===== config.mk =====
export PLATFORM = sky130hd
export DESIGN_NAME = weight_fetch_seq
export DESIGN_NICKNAME = d
export VERILOG_FILES = /design/src/rtl/weight_fetch_seq.sv
export SDC_FILE = /design/constraint.sdc
export NUM_CORES = 1
export LEC_CHECK = 0
export CELL_PAD_IN_SITES_DETAIL_PLACEMENT = 0
export CELL_PAD_IN_SITES_GLOBAL_PLACEMENT = 1
export CORE_MARGIN = 5
export CORE_UTILIZATION = 25
export CTS_CLUSTER_DIAMETER = 60
export DETAILED_ROUTE_END_ITERATION = 12
export HOLD_SLACK_MARGIN = 0.03
export PLACE_DENSITY = 0.55
export SLEW_MARGIN = 20
export SYNTH_ARGS = -nofsm -noshare
export SYNTH_HDL_FRONTEND = slang
export SYNTH_SLANG_ARGS = --single-unit

===== constraint.sdc =====
create_clock -name clk -period 2.6 [get_ports clk]
set_input_delay 0.26 -clock clk [delete_from_list [all_inputs] [get_ports clk]]
set_output_delay 0.26 -clock clk [all_outputs]
set_load 0.02 [all_outputs]

===== src/rtl/weight_fetch_seq.sv =====
// Weight fetch sequencer: issues a burst of single-word RAM reads and streams the
// returned words to the neuron MAC through a small credit-protected FIFO.
module weight_fetch_seq #(
  parameter int ADDR_W     = 16,
  parameter int DATA_W     = 16,
  parameter int CNT_W      = 8,
  parameter int FIFO_DEPTH = 4
) (
  input  logic              clk,
  input  logic              rst_n,
  input  logic              start,
  input  logic [ADDR_W-1:0] base_addr,
  input  logic [CNT_W-1:0]  num_words,
  output logic              busy,
  output logic              done,
  output logic              ram_req,
  output logic [ADDR_W-1:0] ram_addr,
  input  logic              ram_ack,
  input  logic              ram_rvalid,
  input  logic [DATA_W-1:0] ram_rdata,
  output logic              w_valid,
  output logic [DATA_W-1:0] w_data,
  output logic              w_last,
  input  logic              w_ready
);

  localparam int PTR_W = $clog2(FIFO_DEPTH);
  localparam logic [PTR_W+1:0] CREDIT_MAX = (PTR_W+2)'(FIFO_DEPTH);

  typedef enum logic [1:0] {IDLE, FETCH, DRAIN} seqStateT;

  seqStateT           state, stateNext;
  logic [CNT_W-1:0]   numWordsQ, issued, received, consumed;
  logic [ADDR_W-1:0]  addrQ;
  logic [PTR_W:0]     outstanding, fifoCnt;
  logic [PTR_W-1:0]   wrPtr, rdPtr;
  logic [DATA_W-1:0]  mem [FIFO_DEPTH];
  logic [PTR_W+1:0]   creditUsed;
  logic               zeroDone, drainDone, startAccept, reqAck, fifoWr, fifoRd;

  // Credit covers both in-flight requests and buffered words, so a granted
  // request always has a FIFO slot waiting for its return.
  always_comb begin
    stateNext   = state;
    startAccept = 1'b0;
    drainDone   = 1'b0;
    creditUsed  = {1'b0, outstanding} + {1'b0, fifoCnt};
    ram_req     = (state == FETCH) && (creditUsed < CREDIT_MAX);
    reqAck      = ram_req && ram_ack;
    case (state)
      IDLE: begin
        if (start && (num_words != '0)) begin
          startAccept = 1'b1;
          stateNext   = FETCH;
        end
      end
      FETCH: begin
        if (reqAck && (issued == numWordsQ - 1'b1)) stateNext = DRAIN;
      end
      DRAIN: begin
        if ((received == numWordsQ) && (fifoCnt == '0)) begin
          drainDone = 1'b1;
          stateNext = IDLE;
        end
      end
      default: stateNext = IDLE;
    endcase
  end

  assign fifoWr   = ram_rvalid && (state != IDLE);
  assign w_valid  = (fifoCnt != '0);
  assign fifoRd   = w_valid && w_ready;
  assign w_data   = mem[rdPtr];
  assign w_last   = w_valid && (consumed == numWordsQ - 1'b1);
  assign ram_addr = addrQ;
  assign busy     = (state != IDLE) && !drainDone;
  assign done     = drainDone || zeroDone;

  always_ff @(posedge clk or negedge rst_n) begin
    if (!rst_n) begin
      state       <= IDLE;
      zeroDone    <= 1'b0;
      numWordsQ   <= '0;
      issued      <= '0;
      received    <= '0;
      consumed    <= '0;
      addrQ       <= '0;
      outstanding <= '0;
      fifoCnt     <= '0;
      wrPtr       <= '0;
      rdPtr       <= '0;
      for (int unsigned i = 0; i < FIFO_DEPTH; i++) mem[i] <= '0;
    end else begin
      state    <= stateNext;
      zeroDone <= (state == IDLE) && start && (num_words == '0);
      if (startAccept) begin
        numWordsQ <= num_words;
        addrQ     <= base_addr;
        issued    <= '0;
        received  <= '0;
        consumed  <= '0;
      end else begin
        if (reqAck) begin
          issued <= issued + 1'b1;
          addrQ  <= addrQ + 1'b1;
        end
        if (fifoWr) received <= received + 1'b1;
        if (fifoRd) consumed <= consumed + 1'b1;
      end
      case ({reqAck, fifoWr})
        2'b10:   outstanding <= outstanding + 1'b1;
        2'b01:   outstanding <= outstanding - 1'b1;
        default: outstanding <= outstanding;
      endcase
      if (fifoWr) begin
        mem[wrPtr] <= ram_rdata;
        wrPtr      <= wrPtr + 1'b1;
      end
      if (fifoRd) rdPtr <= rdPtr + 1'b1;
      case ({fifoWr, fifoRd})
        2'b10:   fifoCnt <= fifoCnt + 1'b1;
        2'b01:   fifoCnt <= fifoCnt - 1'b1;
        default: fifoCnt <= fifoCnt;
      endcase
    end
  end

endmodule


After elaboration in Yosys (flattened, before gate mapping)
Index checks and enable logic that the tools add are counted.
Storage, ports and cells
  flip-flop bits (word level): 125
  bits of input ports: 46
  output and inout port bits: 37
Operators by class
  add/sub/neg operators: 12
  $lt $le $gt $ge: 4
  equality and inequality tests: 12
  mux-type cells: 24
  bitwise operators: 2
  reductions and logical operators: 26
Operators with widths (count)
  $mux W16: 5
  $bwmux W64: 1
  $mux W8: 6
  $bmux W16 S2: 1
  $demux W16 S2: 1
  $add A8 B1 Y8 const B: 3
  $eq A8 B8 Y1: 3
  $add A16 B1 Y16 const B: 1
  $logic_and A1 B1 Y1: 12
  $pmux W3 S2: 2
  $reduce_bool A2 Y1: 6
  $logic_not A8 Y1: 1
  $reduce_bool A8 Y1: 1
  $sub A8 B1 Y8 const B: 1
  $add A3 B1 Y3 const B: 2
  $eq A2 B1 Y1 const B: 3
  $eq A2 B2 Y1 const B: 3
  $ge A3 B3 Y1 const B: 2
  $mux W2: 3
  $not A2 Y3: 2
  $pmux W2 S3: 1
  $sub A3 B1 Y3 const B: 2
  $add A2 B1 Y2 const B: 2
  $add A3 B3 Y4: 1
  11 further kinds: 15

Longest topological paths before layout
Gate-level depths: netlist of run 1.
  depth in word-level cells: 7
  mapped depth: 11
  gate-level depth less buffers: 10

Worst setup path before layout of run 1
Ideal clock, no wire load.
  kind: register -> output
  from: register numWordsQ[0]
  to: output port w_last
  data arrival time: 2.325 ns
  required time: 2.340 ns
  setup slack: 0.015 ns
  stages on the path, launching flop included: 8
  buffers on the path: 1
  cells stage by stage: dfrtp_1 -> buf_2 -> inv_1 -> ha_1 -> xor2_1 -> nand3_1 -> or4_1 -> nor4_1
On the way
  longest elaborated chain between the ends: 3
Ends and longest elaborated chain
  from (decl): line 33  | logic [CNT_W-1:0] numWordsQ, issued, received, consumed;
  from (signal assigned): line 97  | numWordsQ <= num_words;
  $sub A8 B1 Y8: line 74  | assign w_last = w_valid && (consumed == numWordsQ - 1'b1);
  $eq A8 B8 Y1: line 74
  $logic_and A1 B1 Y1: line 74
  to (decl): line 23  | output logic w_last,
Every way passes these cells.

Worst setup path after layout of run 1
Ends and elaborated chain as after synthesis.

==> results of run 1 <==
-- power breakdown --
group          total [mW]  internal [mW]  switching (mW)
sequential           3.52           2.83           0.690
combinational        5.26           2.86            2.40
clock                2.38           1.43           0.949
-- layout by cell type, fill, tap and decap left out, types with 2 or more instances in the layout --
cell type	n
dfrtp_1	125
clkdlybuf4s50_1	78
mux2_2	70
buf_4	43
nand2_1	42
nor2_1	38
xnor2_1	31
xor2_1	30
o21ai_0	23
clkbuf_16	17
mux4_2	16
inv_1	15
nand3_1	14
nand4_1	13
ha_1	12
a21oi_1	9
nor3_1	8
and3_1	8
or3_1	4
inv_6	4
clkinv_4	4
inv_2	3
nand2b_1	3
a21o_1	3
mux2i_1	3
buf_12	3
a31oi_1	2
nor4_4	2
nor4_1	2
and4_1	2
a22oi_1	2
a32oi_1	2
a221o_1	2
fa_1	2
clkinvlp_4	2
bufinv_16	2
-- layout make-up --
| cell class | count | area [um2] | share of cell area |
|---|---|---|---|
| Sequential cell | 125 | 3128 | 0.3702 |
| Multi-Input combinational cell | 366 | 3059 | 0.3621 |
| Timing Repair Buffer | 128 | 1195 | 0.1414 |
| Clock buffer | 17 | 425.4 | 0.05035 |
| Tap cell | 330 | 412.9 | 0.04887 |
| Clock inverter | 14 | 161.4 | 0.01910 |
| Inverter | 18 | 67.56 | 0.007996 |
-- sequential cells by signal, indices dropped and copies added (netlist names) --
signal       flops
outstanding      3
numWordsQ        8
rdPtr            2
issued           8
wrPtr            2
state            2
received         8
ram_addr        16
fifoCnt          3
zeroDone         1
mem             64
consumed         8
-- what timing repair did --
action	in CTS	in global routing
pin swaps	3	5
buffers inserted	3	0
setup endpoints to repair	3	3
hold buffers	1	0
gates resized for setup	16	5
endpoints found under the hold margin	50	0
-- worst max path at each step --
stage	from	endpoint	cells past startpoint
3_5_place_dp	numWordsQ[1]	w_last	8
2_1_floorplan	numWordsQ[0]	w_last	7
3_3_place_gp	numWordsQ[1]	w_last	8
4_1_cts	numWordsQ[0]	w_last	8
5_1_grt	numWordsQ[0]	w_last	7
6_report	numWordsQ[0]	w_last	7
-- critical path, cell delays in order, from the launching register on --
cell and delay [ns]:
dfrtp_1 0.40, inv_2 0.08, ha_4 0.28, xor2_1 0.14, nand3_1 0.09, or4_4 0.54
nor4_4 0.24, buf_4 0.19
-- metal layers --
metal / part of all wire / routed length [um] / track usage / up-vias
met2: 0.49 / 7758 / 0.1998 / 102
li1: - / - / - / 2122
met5: 0 / 0 / 0 / -
met3: 0.062 / 990 / 0.03480 / 8
met1: 0.44 / 7027 / 0.1445 / 2201
met4: 0.0090 / 143 / 0.02940 / 0
-- cells by family (layout without fill, tap and decap cells) --
group | count (synthesis) | count (layout) | synth area share
compound gates | 52 | 52 | 0.05142
xor+xnor | 63 | 63 | 0.08938
fa+ha+maj | 15 | 15 | 0.03204
buf+inv | 47 | 177 | 0.03045
flops | 125 | 125 | 0.4944
mux | 89 | 89 | 0.1863
simple gates | 147 | 147 | 0.1161
==> run summary, run 1 <==
Final ANT Viol Nets: 0
Failing checks: setup timing
Max clock buf depth: 2
Area after DPL: 0.007801 mm2
Cells after Synth: 538
Area contributors post-synth: dfrtp_1, mux2_2, mux4_2
Setup WS post-layout: -0.01977 ns
Overall Power: 11.15 mW
Total CTS buffers: 17
Core area: 0.02504 mm2
Max Cap Violations: 0
CTS H-Tree Depth: 4
Post-Syn Nets: 599
Avg Vias per Cell: 4.442
Row count: 58
CP Launch Type: flop
Clk root buf: clkbuf_16
Share of cells above drive strength 1: 0.2710
Ys flop type: dfrtp_1
Peak Freq: 0.3817 GHz
Leading area contributor after synthesis: dfrtp_1
Final setup TNS: -0.01977 ns
Remaining Overflow, GRT: 0
Final Cell Area: 0.008449 mm2
Hold_sp: base_addr[13]
Count leader, synth: dfrtp_1
First-pass GRT wire length: 26410 um
Syn_area_per_cell: 11.76 um2
Number of DRC markers in iteration 0: 199
Detailed Place HPWL: 11070 um
Final non-filler cell total: 998
Hold Crit Endpoint: ram_addr[13]
# DRC: 0
Critical path arrival: 2.36 ns
ANT cells: 0
CP endpoint kind: primary output
Mapped Area: 0.006327 mm2
Worst reg2reg path depth: 8
Final Slew Violations: 0
Post-synth ARST share: 1.000
Cell variety after synth: 51
Finish-stage setup viols: 1
Pre-antenna DRT Iters: 4
Clock skew: 0.01198 ns
FF-to-FF End: state[0]
CTS tree: done
Initial Utilization: 0.2527
WHS Path Cells: 3
Lkg Pwr: 3.538 nW
Period minus WS final: 2.620 ns
RSZ-0062 raised after global routing: true
Final Hold Viols: 0
FF+latch count, synth: 125
Wirelength, routed: 15920 um
Period utilization: 1.008
Seq/Total Area, Yosys: 0.4944
CTS clock-pin slew for the worst setup and hold paths: 0.06 ns
Critical path class: reg -> out
Yosys top cell area share: 0.4944
Outcome: finished with violations
Worst Path Max Fanout: 3
Die W: 169.1 um
Slew HR: 0.5416
Hold/Removal Path Class: in -> reg
Worst VDD drop: 0.0006145 V
GPL Wtd Cong: 0.7645
Area delta synth->final: 33.54%
Port-buffer cells: 82
Pin count of the biggest net entering global routing: 54
Layout Utilization: 0.3375
Die area: 0.02859 mm2
Crit path required time: 2.34 ns
Setup WS pre-CTS: -0.4215 ns
Worst slew pin tran: 0.6876 ns
Post-synth EDFFs: 0
WL/cell: 15.95 um
PwrDens: 1320 mW/mm2
YS warnings: 0
IO Pins: 83
Vias: 4433
Hold slack: 0.3852 ns
Die height: 169.1 um
Filler Cells Inserted: 2518
GRT Overall Usage: 0.1167
Clk_lat worst skew: 0.42 ns
Final net count: 717
R2R setup slack: 0.13 ns
Commonest cells post-synth: dfrtp_1, mux2_2, nand2_1
Placed Cells: 964
Worst R2R Start: fifoCnt[2]
Antenna violations before repair: 0
Num Clock Sinks: 125
Vias in the first global route: 4980
Note: power is estimated with default switching activity, not from simulation.
==> inputs of run 2 (changes only) <==
--- a/config.mk
+++ b/config.mk
@@ -13,6 +13,7 @@
 export DETAILED_ROUTE_END_ITERATION = 12
 export HOLD_SLACK_MARGIN = 0.03
 export PLACE_DENSITY = 0.55
+export SKIP_LAST_GASP = 1
 export SLEW_MARGIN = 20
 export SYNTH_ARGS = -nofsm -noshare
 export SYNTH_HDL_FRONTEND = slang
==> run 2 against run 1 <==
Effect of this change:
- clock skew is 0.00084 ns higher
- the flow still finishes with violations (setup timing)
- register-to-register slack hardly changed
- cell area hardly changed
- largest cell class unchanged
- maximum frequency is 0.56% lower
- critical path depth stayed put
==> run summary, run 2 (synthesized netlist as in run 1, its figures left out) <==
Seq pwr share: 0.316 (about the same)
Avg Vias per Cell: 4.465 (+0.52%)
Share of cells above drive strength 1: 0.2695 (-0.001497)
Pre-antenna DRT Iters: 4 (unchanged)
CTS clock-pin slew for the worst setup and hold paths: 0.06 ns (about the same)
Crit path required time: 2.34 ns (about the same)
Final non-filler cell total: 998 (unchanged)
Most flop-heavy register: mem
Final Slew Violations: 0 (unchanged)
ANT cells: 0 (unchanged)
CTS H-Tree Depth: 4 (unchanged)
Antenna violations before repair: 0 (unchanged)
Worst slew pin tran: 0.6858 ns (-0.001776 ns)
Switch Pwr: 4.041 mW (about the same)
Setup WS post-layout: -0.03460 ns (-0.01482 ns)
Clock skew: 0.01282 ns (+0.0008387 ns)
IO Pins: 83 (unchanged)
WL/cell: 15.94 um (about the same)
Combinational share of power: 0.471 (about the same)
CP endpoint kind: primary output
Die height: 169.1 um (unchanged)
CTS tree: done
Area after DPL: 0.007801 mm2 (unchanged)
Failing checks: setup timing
First-pass GRT wire length: 26330 um (-0.31%)
Final net count: 717 (unchanged)
Final Cell Area: 0.008446 mm2 (about the same)
Final ANT Viol Nets: 0 (unchanged)
Period utilization: 1.013 (+0.005702)
Total CTS buffers: 17 (unchanged)
Max Cap Violations: 0 (unchanged)
Worst Path Max Fanout: 3 (unchanged)
Die W: 169.1 um (unchanged)
Peak Freq: 0.3796 GHz (-0.56%)
Outcome: finished with violations
Clk_lat worst skew: 0.42 ns (about the same)
Most common cell after layout, fill and taps aside: dfrtp_1
Pin count of the biggest net entering global routing: 54 (unchanged)
Finish-stage setup viols: 1 (unchanged)
# DRC: 0 (unchanged)
Port-buffer cells: 82 (unchanged)
Wirelength, routed: 15910 um (about the same)
Vias in the first global route: 4969 (-0.22%)
Die area: 0.02859 mm2 (unchanged)
Remaining Overflow, GRT: 0 (unchanged)
Core area: 0.02504 mm2 (unchanged)
Period minus WS final: 2.635 ns (+0.01482 ns)
Number of DRC markers in iteration 0: 208 (+4.5%)
Critical path class: reg -> out
Row count: 58 (unchanged)
Switching share of power: 0.3625 (about the same)
Critical path arrival: 2.37 ns (about the same)
CP Launch Type: flop
Initial Utilization: 0.2527 (unchanged)
P_int: 7.107 mW (about the same)
Detailed Place HPWL: 11070 um (unchanged)
Part of the power in the clock network: 0.213 (about the same)
Slew HR: 0.5428 (+0.001183)
Hold/Removal Path Class: in -> reg
GPL Wtd Cong: 0.7645 (unchanged)
Area delta synth->final: 33.48% (about the same)
Final Hold Viols: 0 (unchanged)
GRT Overall Usage: 0.1164 (-0.0002961)
Commonest non-fill, non-tap cells in the layout: dfrtp_1, clkdlybuf4s50_1, mux2_2
Lkg Pwr: 3.538 nW (about the same)
Vias: 4456 (+0.52%)
Clk root buf: clkbuf_16
Worst VDD drop: 0.0006146 V (about the same)
Placed Cells: 964 (unchanged)
Max FFs per register: 64 (unchanged)
Max clock buf depth: 2 (unchanged)
PwrDens: 1320 mW/mm2 (about the same)
Num Clock Sinks: 125 (unchanged)
RSZ-0062 raised after global routing: true
Setup WS pre-CTS: -0.4215 ns (unchanged)
## run 2: cell counts in the layout (fill, tap and decap cells not counted)
No cell type changed its count.
## run 2: per-stage QoR
stage	total power, mW	utilization	hold slack (ns)	TNS [ns]
after floorplan	6.654	-	-0.03559	0
after global placement	8.573	0.3116	0.3302	-0.4047
after detailed placement	8.751	0.3116	0.3548	-0.4215
after CTS	11.27	0.3369	0.3598	-0.1522
after global routing	11.92	0.3373	0.4061	-0.1653
final	11.15	0.3373	0.3851	-0.03460
## run 2: power by group through the flow
stage | Combinational (mW) | Sequential, mW | Clock (mW)
after global routing | 5.75 | 3.64 | 2.53
after floorplan | 3.21 | 3.44 | 0
after global placement | 5.08 | 3.49 | 0
after CTS | 5.30 | 3.52 | 2.44
final | 5.25 | 3.52 | 2.38
after detailed placement | 5.20 | 3.55 | 0
## run 2: timing repair
item / 4_1_cts / 5_1_grt
setup endpoints to repair: 3 / 3
setup buffers: 3 / 0
resized for setup: 11 / 8
pin swaps: 1 / 4
hold buffers: 1 / 0
endpoints found under the hold margin: 50 / 0
## run 2: final timing paths
| kind | start | endpoint | slack, ns | depth (start not counted) |
|---|---|---|---|---|
| max | numWordsQ[0] | w_last | -0.03 | 7 |
| min | base_addr[13] | ram_addr[13] | 0.39 | 3 |
| max reg2reg | fifoCnt[2] | state[0] | 0.13 | 8 |
| min reg2reg | rdPtr[1] | rdPtr[1] | 0.47 | 1 |
| max in group asynchronous | rst_n | received[0] | 1.44 | 3 |
| min in group asynchronous | rst_n | mem[18] | 0.43 | 2 |
## run 2: worst max-delay path, cell delays in order (launching register included)
cell and delay (ns):
dfrtp_1 0.37, inv_1 0.09, ha_4 0.28, xor2_1 0.14, nand3_1 0.09, or4_4 0.56, nor4_4 0.24, buf_4 0.19
## run 2: area by class of cell
type / count / area (um2)
clock buffers: 17 / 425.4
clock inverters: 14 / 161.4
fillers: 2519 / 16590
inverters: 18 / 67.56
multi-input cells: 366 / 3059
flip-flops and latches: 125 / 3128
well taps: 330 / 412.9
repair buffers: 128 / 1191
## run 2: routing by layer
layer / up-vias / global-route usage / share of wire
met3: 10 / 0.03480 / 0.062
met5: - / 0 / 0
met2: 109 / 0.1989 / 0.49
met1: 2212 / 0.1444 / 0.44
met4: 0 / 0.02940 / 0.0091
li1: 2125 / - / -
==> inputs of run 3 (changes only) <==
--- a/config.mk
+++ b/config.mk
@@ -7,7 +7,7 @@
 export LEC_CHECK = 0
 export CELL_PAD_IN_SITES_DETAIL_PLACEMENT = 0
 export CELL_PAD_IN_SITES_GLOBAL_PLACEMENT = 1
-export CORE_MARGIN = 5
+export CORE_MARGIN = 1.5
 export CORE_UTILIZATION = 25
 export CTS_CLUSTER_DIAMETER = 60
 export DETAILED_ROUTE_END_ITERATION = 12
==> run 3 against run 2 <==
Effect of this change:
- the flow now finishes without violations
- critical path depth unchanged
- sequential share of layout area rose by 0.43 points
- clock skew decreased by 0.0047 ns
- critical endpoint unchanged
==> run summary, run 3 (synthesized netlist as in run 1, its figures left out) <==
Slowest CP cell: or4_4
Port-buffer cells: 82 (unchanged)
CP cell instances: inv_2 -> ha_4 -> xor2_1 -> nand3_1 -> or4_4 -> nor4_4 -> buf_4
Worst slew pin tran: 0.5711 ns (-0.1147 ns)
Worst VDD drop: 0.0005196 V (-15%)
Core area: 0.02504 mm2 (unchanged)
Most common cell after layout, fill and taps aside: dfrtp_1
Critical path arrival: 2.29 ns (-0.08 ns)
Period utilization: 0.9822 (-0.03106)
Avg Vias per Cell: 4.479 (+0.32%)
RSZ-0062 raised after global routing: true
WL/cell: 15.66 um (-1.8%)
Die W: 162.1 um (-4.1%)
Layout Utilization: 0.3336 (-0.003748)
First-pass GRT wire length: 25690 um (-2.4%)
Clock skew: 0.008128 ns (-0.004695 ns)
CP Launch Type: flop
Worst Path Max Fanout: 3 (unchanged)
Final net count: 708 (-1.3%)
Overall Power: 10.90 mW (-2.3%)
Antenna violations before repair: 0 (unchanged)
Hold slack: 0.3293 ns (-0.05583 ns)
Die area: 0.02627 mm2 (-8.1%)
Vias in the first global route: 4936 (-0.66%)
Most flop-heavy register: mem
Bufs and invs on worst path: 2 (unchanged)
Final non-filler cell total: 989 (-0.90%)
CP top delay family: simple AND/OR/NAND/NOR gates
Detailed Place HPWL: 10820 um (-2.2%)
Commonest non-fill, non-tap cells in the layout: dfrtp_1, clkdlybuf4s50_1, mux2_2
Finish-stage setup viols: 0 (-1)
Critical path class: reg -> out
Number of DRC markers in iteration 0: 192 (-7.7%)
PwrDens: 1305 mW/mm2 (-1.2%)
CTS H-Tree Depth: 4 (unchanged)
ANT cells: 0 (unchanged)
Initial Utilization: 0.2527 (unchanged)
Outcome: finished, final reports clean
CTS tree: done
GRT Overall Usage: 0.1260 (+0.009664)
Crit path required time: 2.34 ns (about the same)
Area after DPL: 0.007756 mm2 (-0.58%)
Vias: 4430 (-0.58%)
Total CTS buffers: 17 (unchanged)
IO Pins: 83 (unchanged)
CTS clock-pin slew for the worst setup and hold paths: 0.06 ns (about the same)
Placed Cells: 958 (-0.62%)
Setup WS pre-CTS: -0.3594 ns (+0.06210 ns)
Filler Cells Inserted: 2472 (-1.9%)
Num Clock Sinks: 125 (unchanged)
Final ANT Viol Nets: 0 (unchanged)
Area delta synth->final: 32.00%
Pin count of the biggest net entering global routing: 84 (+56%)
Peak Freq: 0.3916 GHz (+3.2%)
CP max stage delay: 0.55 ns (about the same)
Lkg Pwr: 3.479 nW (-1.7%)
Final Hold Viols: 0 (unchanged)
Remaining Overflow, GRT: 0 (unchanged)
Period minus WS final: 2.554 ns (-0.08076 ns)
GPL Wtd Cong: 0.8302 (+8.6%)
# DRC: 0 (unchanged)
Clk root buf: clkbuf_16
Row count: 58 (unchanged)
Final Cell Area: 0.008352 mm2 (-1.1%)
Final Slew Violations: 0 (unchanged)
Pre-antenna DRT Iters: 4 (unchanged)
Final setup TNS: 0 ns (+0.03460 ns)
Hold/Removal Path Class: in -> async
Share of cells above drive strength 1: 0.2625 (-0.006942)
CP endpoint kind: primary output
Max FFs per register: 64 (unchanged)
Clk_lat worst skew: 0.42 ns (about the same)
Slew HR: 0.6178 (+0.07506)
Die height: 162.1 um (-4.1%)
Wirelength, routed: 15490 um (-2.6%)
Setup WS post-layout: 0.04616 ns (+0.08076 ns)
Max clock buf depth: 2 (unchanged)
Max Cap Violations: 0 (unchanged)
run 3: changes by cell type in the layout (fill, tap and decap cells not counted):
cell	delta
buf_4	-9
bufinv_16	-1
clkinvlp_4	+1
dfrtp_1	-1
dfrtp_2	+1
nor3_2	+1
nor3_4	-1
o21bai_1	-1
o21bai_2	+1
or3_1	-1
or3_4	+1
xnor2_1	+1
xnor2_2	-1
run 3: final timing paths:
| kind | startpoint | to | slack (ns) | cells past startpoint |
|---|---|---|---|---|
| setup / recovery | numWordsQ[1] | w_last | 0.05 | 7 |
| hold / removal | rst_n | mem[4] | 0.33 | 2 |
| setup reg to reg | fifoCnt[2] | state[0] | 0.12 | 8 |
| hold reg to reg | rdPtr[1] | rdPtr[1] | 0.48 | 1 |
| max in group asynchronous | rst_n | rdPtr[0] | 1.46 | 3 |
| min in group clk | base_addr[13] | ram_addr[13] | 0.37 | 3 |
run 3: power by group:
part	switching (mW)	internal [mW]	total, mW
combinational	2.33	2.76	5.09
sequential	0.705	2.83	3.54
clock	0.939	1.33	2.27
total	3.97	6.92	10.9
run 3: cell type report:
| cell class | count | area (um2) | share of cell area |
|---|---|---|---|
| clock buffer | 17 | 425.4 | 0.05094 |
| clock inverter | 14 | 138.9 | 0.01663 |
| inverter | 18 | 67.56 | 0.008090 |
| multi-input combinational | 366 | 3054 | 0.3657 |
| sequential | 125 | 3129 | 0.3747 |
| tap | 330 | 412.9 | 0.04944 |
| timing repair buffer | 119 | 1124 | 0.1345 |
run 3: routing by layer:
layer  GRT usage  share of wire  vias up
met3     0.03856          0.053       15
li1            -              -     2103
met1      0.1521           0.44     2209
met4     0.04504          0.015        0
met2      0.2123           0.49      103
met5           0              0        -
run 3: what timing repair did:
item	CTS	global route
hold buffers	1	0
resized for setup	14	6
pin swaps	3	1
endpoints found under the hold margin	29	0
setup endpoints to repair	3	17
buffers inserted	0	0
